## src/rtl/tia_hsync_sequencer_pkg.sv

```systemverilog
// Shared decode indices, line length and LFSR step function for the
// TIA horizontal sync sequencer and its hcount LFSR.
package tia_hsync_sequencer_pkg;

    localparam logic [5:0] HS_SET      = 6'd4;
    localparam logic [5:0] HS_RST      = 6'd8;
    localparam logic [5:0] HB_END      = 6'd16;
    localparam logic [5:0] HB_END_LATE = 6'd18;
    localparam logic [5:0] LINE_LAST   = 6'd56;

    localparam logic [5:0] LFSR_RELOAD = 6'b000000;

    localparam logic [1:0] PHASE_PHI1  = 2'd1;
    localparam logic [1:0] PHASE_PHI2  = 2'd3;

    // XNOR feedback keeps the all-zero reload value inside the sequence.
    function automatic logic [5:0] lfsr_next(input logic [5:0] q);
        return {q[4:0], q[5] ~^ q[4]};
    endfunction

endpackage

```

## src/rtl/tia_hcount_lfsr.sv

```systemverilog
// Six-bit horizontal counter LFSR; reload wins over advance so a line
// restart and a wrap both land on the all-zero state.
module tia_hcount_lfsr
    import tia_hsync_sequencer_pkg::*;
(
    input  logic       clk,
    input  logic       reset,
    input  logic       advance,
    input  logic       reload,
    output logic [5:0] q
);

    logic [5:0] q_q;
    logic [5:0] q_d;

    always_comb begin
        q_d = q_q;
        if (reload) begin
            q_d = LFSR_RELOAD;
        end else if (advance) begin
            q_d = lfsr_next(q_q);
        end
    end

    always_ff @(posedge clk) begin
        if (reset) begin
            q_q <= LFSR_RELOAD;
        end else begin
            q_q <= q_d;
        end
    end

    assign q = q_q;

endmodule

```

## src/rtl/tia_hsync_sequencer.sv

```systemverilog
// TIA horizontal sequencer: two-phase clock enables, 57-step line counter,
// hsync/hblank decodes, HMOVE extended-blank latch and WSYNC CPU halt.
module tia_hsync_sequencer
    import tia_hsync_sequencer_pkg::*;
(
    input  logic       clk,
    input  logic       reset,
    input  logic       rsync_strobe,
    input  logic       wsync_strobe,
    input  logic       hmove_strobe,
    output logic       hphi1,
    output logic       hphi2,
    output logic [5:0] hcount,
    output logic       hsync,
    output logic       hblank,
    output logic       rdy
);

    logic [1:0] phase_q;
    logic [1:0] phase_d;
    logic [5:0] step_q;
    logic [5:0] step_d;
    logic       hmove_q;
    logic       hmove_d;
    logic       ext_blank_q;
    logic       ext_blank_d;
    logic       rdy_q;
    logic       rdy_d;

    logic       advance;
    logic       wrap;
    logic       lfsr_reload;
    logic [5:0] lfsr_q;

    assign advance     = (phase_q == PHASE_PHI2);
    assign wrap        = advance && (step_q == LINE_LAST);
    assign lfsr_reload = rsync_strobe || wrap;

    // The HMOVE latch is consumed at the wrap: its value becomes the
    // extended-blank flag for the line that is starting.
    always_comb begin
        phase_d     = phase_q + 2'd1;
        step_d      = step_q;
        hmove_d     = hmove_q;
        ext_blank_d = ext_blank_q;
        rdy_d       = rdy_q;
        if (rsync_strobe) begin
            phase_d     = 2'd0;
            step_d      = 6'd0;
            hmove_d     = 1'b0;
            ext_blank_d = 1'b0;
            rdy_d       = 1'b1;
        end else begin
            if (advance) begin
                step_d = wrap ? 6'd0 : step_q + 6'd1;
            end
            if (wrap) begin
                ext_blank_d = hmove_q || hmove_strobe;
                hmove_d     = 1'b0;
                rdy_d       = 1'b1;
            end
            if (hmove_strobe) begin
                hmove_d = 1'b1;
            end
            if (wsync_strobe) begin
                rdy_d = 1'b0;
            end
        end
    end

    always_ff @(posedge clk) begin
        if (reset) begin
            phase_q     <= 2'd0;
            step_q      <= 6'd0;
            hmove_q     <= 1'b0;
            ext_blank_q <= 1'b0;
            rdy_q       <= 1'b1;
        end else begin
            phase_q     <= phase_d;
            step_q      <= step_d;
            hmove_q     <= hmove_d;
            ext_blank_q <= ext_blank_d;
            rdy_q       <= rdy_d;
        end
    end

    tia_hcount_lfsr u_hcount_lfsr (
        .clk     (clk),
        .reset   (reset),
        .advance (advance),
        .reload  (lfsr_reload),
        .q       (lfsr_q)
    );

    assign hphi1  = (phase_q == PHASE_PHI1);
    assign hphi2  = (phase_q == PHASE_PHI2);
    assign hcount = lfsr_q;
    assign hsync  = (step_q >= HS_SET) && (step_q < HS_RST);
    assign hblank = (step_q < HB_END) || (ext_blank_q && (step_q < HB_END_LATE));
    assign rdy    = rdy_q;

endmodule
```

## config.mk

```make
export PLATFORM = sky130hd
export DESIGN_NAME = tia_hsync_sequencer
export DESIGN_NICKNAME = d
export VERILOG_FILES = /design/src/rtl/tia_hsync_sequencer_pkg.sv /design/src/rtl/tia_hcount_lfsr.sv /design/src/rtl/tia_hsync_sequencer.sv
export SDC_FILE = /design/constraint.sdc
export NUM_CORES = 1
export LEC_CHECK = 0
export BUFFER_PORTS_ARGS = -buffer_cell sky130_fd_sc_hd__clkbuf_2
export CAP_MARGIN = 20
export CORE_ASPECT_RATIO = 1.2
export CORE_MARGIN = 5
export CORE_UTILIZATION = 36
export CTS_CLUSTER_DIAMETER = 120
export CTS_CLUSTER_SIZE = 10
export DETAILED_ROUTE_END_ITERATION = 10
export HOLD_SLACK_MARGIN = 0.03
export PLACE_DENSITY = 0.68
export SYNTH_ARGS = -nofsm -noshare
export SYNTH_HDL_FRONTEND = slang
export SYNTH_SLANG_ARGS = --single-unit
```

## constraint.sdc

```tcl
create_clock -name clk -period 2.2 [get_ports clk]
set_input_delay 0.11 -clock clk [delete_from_list [all_inputs] [get_ports clk]]
set_output_delay 0.11 -clock clk [all_outputs]
set_load 0.03 [all_outputs]
```

# Word-level counts from Yosys, hierarchy flattened
# Index checks and enable logic that the tools add are counted.
# word_totals
regBits	17
in_bits	5
# op_classes
n_addsub	2
order_cmp	4
n_eq_ne	3
muxes	5
bitwise	1
n_reduce_logical	10
# ops
op	count
6-bit by 5-bit < comparator with 1-bit output, second input constant	2
6-bit by 1-bit adder with 6-bit output, second input constant	1
6-bit == test, second input constant	1
6-bit by 3-bit >= comparator with 1-bit output, second input constant	1
6-bit by 4-bit < comparator with 1-bit output, second input constant	1
6-bit two-way mux	1
1-bit two-way mux	4
2-bit nonzero test	2
2-bit OR reduction	2
1-bit logical AND	3
1-bit logical OR	3
2-bit by 1-bit adder with 2-bit output, second input constant	1
2-bit by 1-bit == test with 1-bit output, second input constant	1
2-bit == test, second input constant	1
1-bit XNOR	1

# Depth between registers and ports, before layout
# depth
depth_word	4
depth_mapped	6
ltp_nobuf	5

# By module
# From an unflattened synthesis, not the netlist that was laid out.
# hier_totals
cells_unflattened	82
hier_area_um2	780.7
# modules_own_cells
module	instances	cells_per_inst	area_each_um2	seq_area_each_um2
tia_hsync_sequencer	1	59	540.5	220.2
tia_hcount_lfsr	1	23	240.2	120.1

# Worst setup path after synthesis
# No wires, ideal clock.
# synth_path
path_type	reg-to-output
start	reg step_q[2]
end	out hsync
arrival_ps	1445
t_required_ps	2090
setup_slack_ps	645
stages_incl_launch_ff	2
cell_sequence	dfxtp_1 nor4b_1
# synth_between
elab_chain_cells	2
# synth_lines
item	line_no	source
from (decl)	tia_hsync_sequencer.sv:21	logic [5:0] step_q;
from (signal assigned)	tia_hsync_sequencer.sv:80	step_q <= step_d;
6-bit by 3-bit >= comparator with 1-bit output or 6-bit by 4-bit < comparator with 1-bit output (tied branches)	tia_hsync_sequencer.sv:98	assign hsync = (step_q >= HS_SET) && (step_q < HS_RST);
1-bit logical AND (*)	tia_hsync_sequencer.sv:98	
to (decl)	tia_hsync_sequencer.sv:14	output logic hsync,
# Mark *: on every way between the ends. The rest lies on a longest branch, timed or not.

# Final worst setup path
# layout_path
start	reg step_q[2]
end	out hblank
# layout_between
elab_chain_cells	3
# layout_lines
item	line_no	source
6-bit by 5-bit < comparator with 1-bit output	tia_hsync_sequencer.sv:99	assign hblank = (step_q < HB_END) || (ext_blank_q && (step_q < HB_END_LATE));
1-bit logical AND	tia_hsync_sequencer.sv:99	
1-bit logical OR (*)	tia_hsync_sequencer.sv:99	
to (decl)	tia_hsync_sequencer.sv:15	output logic hblank,
# Marks and branches as above.

==> impl_metrics.json <==
{
  "power_w": 0.000499,
  "worstSetupPathType": "reg -> out",
  "synthCells": 77,
  "hold_class": "in -> reg",
  "ys.flop_type": "dfxtp_1",
  "hold_viol": 0,
  "clkSlewWorstSetupHoldPaths_ps": 90,
  "place_hpwl_mm": 1.12,
  "cp-end-kind": "primary output",
  "routed_via_density": 5.20,
  "place_ws_ps": 840,
  "route.detailed.drc": 0,
  "die_h_microns": 59.3,
  "dr.first_iter.drc_count": 6,
  "worst_pin_slew_ps": 276,
  "mappedNetlistNets": 86,
  "power_density_nw_per_um2": 575,
  "wire_per_inst_microns": 12.4,
  "final_cell_area_sq_um": 868,
  "drive_above_1_share_pct": 22.7,
  "nets": 107,
  "maxSlewHeadroom_pct": 81.4,
  "finalWirelength_mm": 1.44,
  "gp_congestion": 0.793,
  "seqCellArea_sq_um": 340,
  "syn2layout_area_growth_pct": 19.2,
  "start_util_pct": 38.5,
  "grt_max_degree": 13,
  "grt_pass1_wl_mm": 2.48,
  "multiInputGateArea_sq_um": 363,
  "numClockSinks": 17,
  "ys_warn_count": 0,
  "core_sq_um": 1890,
  "antenna_found_initial": 0,
  "final_cell_mix": "17 x dfxtp_1, 15 x clkbuf_2, 13 x nor2_1",
  "cts_buffers": 3,
  "htree_levels": 1,
  "antenna_left": 0,
  "first_pass_iters": 4,
  "place_area_sq_um": 832,
  "vias": 603,
  "dieArea_sq_um": 3030,
  "synth.avg_cell_area_sq_um": 9.46,
  "fmax_ghz": 0.595,
  "status": "completed",
  "irDropWorstVdd_mv": 0.319,
  "io_buffer_count": 15,
  "rsz0062_at_grt": "false",
  "period_minus_slack_ps": 1680,
  "drv_cap": 0,
  "postCtsHoldBufs": 1,
  "synth_cell_type_count": 26,
  "clock_path_buffers": 2,
  "fin_skew_ps": 1.68,
  "setup_viol": 0,
  "overflow": 0,
  "cts-root-buf": "clkbuf_4",
  "startpoint_type": "register",
  "num_io_pins": 16,
  "cts_tree": "yes",
  "worstPathArrival_ps": 1570,
  "path_max_fanout": 8,
  "timing.final.ws_setup_ps": 520,
  "post_cts_buffers": 0,
  "die_x_microns": 51.1,
  "synthArstFlopShare_pct": 0,
  "ys_seq_elements": 17,
  "num_antenna_cells": 0,
  "syn-cell-area_sq_um": 728,
  "cts_resized": 0,
  "final_common_cell": "dfxtp_1",
  "grt_pass1_vias": 580,
  "maxSlewViolCount": 0,
  "p_leak_nw": 0.338,
  "hold_ws_ps": 40.5,
  "cp.required_ps": 2090,
  "seq_area_frac_synth_pct": 46.7,
  "fillers": 196,
  "tns_ps": 0,
  "period_share_pct": 76.4,
  "track_usage_pct": 11.0,
  "clk_latency_ps": 280,
  "rows": 17,
  "synth_edf_count": 0
}
==> cell type report <==
class | instances | area share [%]
flip-flops and latches | 17 | 39.2
well taps | 19 | 2.74
multi-input cells | 54 | 41.8
inverters | 4 | 1.73
clock buffers | 4 | 3.03
repair buffers | 18 | 11.5
==> logic make-up after synthesis <==
family	share of synthesized area, %
xor+xnor	6.01
fa+ha+maj	6.87
mux	8.25
simple gates	20.8
flops	46.7
compound gates	7.90
buf+inv	3.44
==> cells in the mapped netlist (2+ instances only) <==
cell type	n	share of area [%]
dfxtp_1	17	47
nor2_1	13	6.7
xor2_1	3	3.6
o21ai_0	3	2.1
nand4_1	2	1.7
xnor2_1	2	2.4
mux2i_1	6	8.2
a21oi_1	6	4.1
buf_2	2	1.4
ha_1	4	6.9
inv_1	4	2.1
==> final timing paths <==
kind              start    endpoint  slack [ps]  cells past startpoint
max           step_q[2]      hblank         520                      3
min               reset         rdy          40                      3
max reg2reg  phase_q[0]   step_q[5]         870                      4
min reg2reg  phase_q[0]  phase_q[0]         460                      1
==> worst max-delay path, stage by stage, from the launching register on <==
cell,delay (ps)
dfxtp_1,380
or4b_1,510
a21oi_1,170
clkbuf_2,230
==> routing by layer <==
| layer | up-vias | track usage [%] | wire length (microns) |
|---|---|---|---|
| met4 | 0 | 6.92 | 18 |
| met5 | - | 0 | 0 |
| met2 | 18 | 17.1 | 714 |
| met3 | 2 | 2.77 | 87 |
| li1 | 302 | - | - |
| met1 | 281 | 13.3 | 624 |
==> per-stage QoR <==
step / util, % / std cells
2_1_floorplan: - / 77
3_3_place_gp: 44.0 / 111
3_5_place_dp: 44.0 / 111
4_1_cts: 45.9 / 116
5_1_grt: 45.9 / 116
6_report: 45.9 / 116
==> registers in the layout, indices dropped and copies added (netlist names) <==
name	count
u_hcount_lfsr.q	6
rdy	1
hmove_q	1
ext_blank_q	1
phase_q	2
step_q	6
==> power breakdown <==
group	switching, W	leakage (nW)	total [W]	internal, W
logic	0.0000151	0.185	0.0000257	0.0000106
clock network	0.0000902	0.0150	0.000160	0.0000703
registers	0.00000211	0.138	0.000313	0.000311
total	0.000107	0.338	0.000499	0.000392
Power figures use the tool's default switching activity.
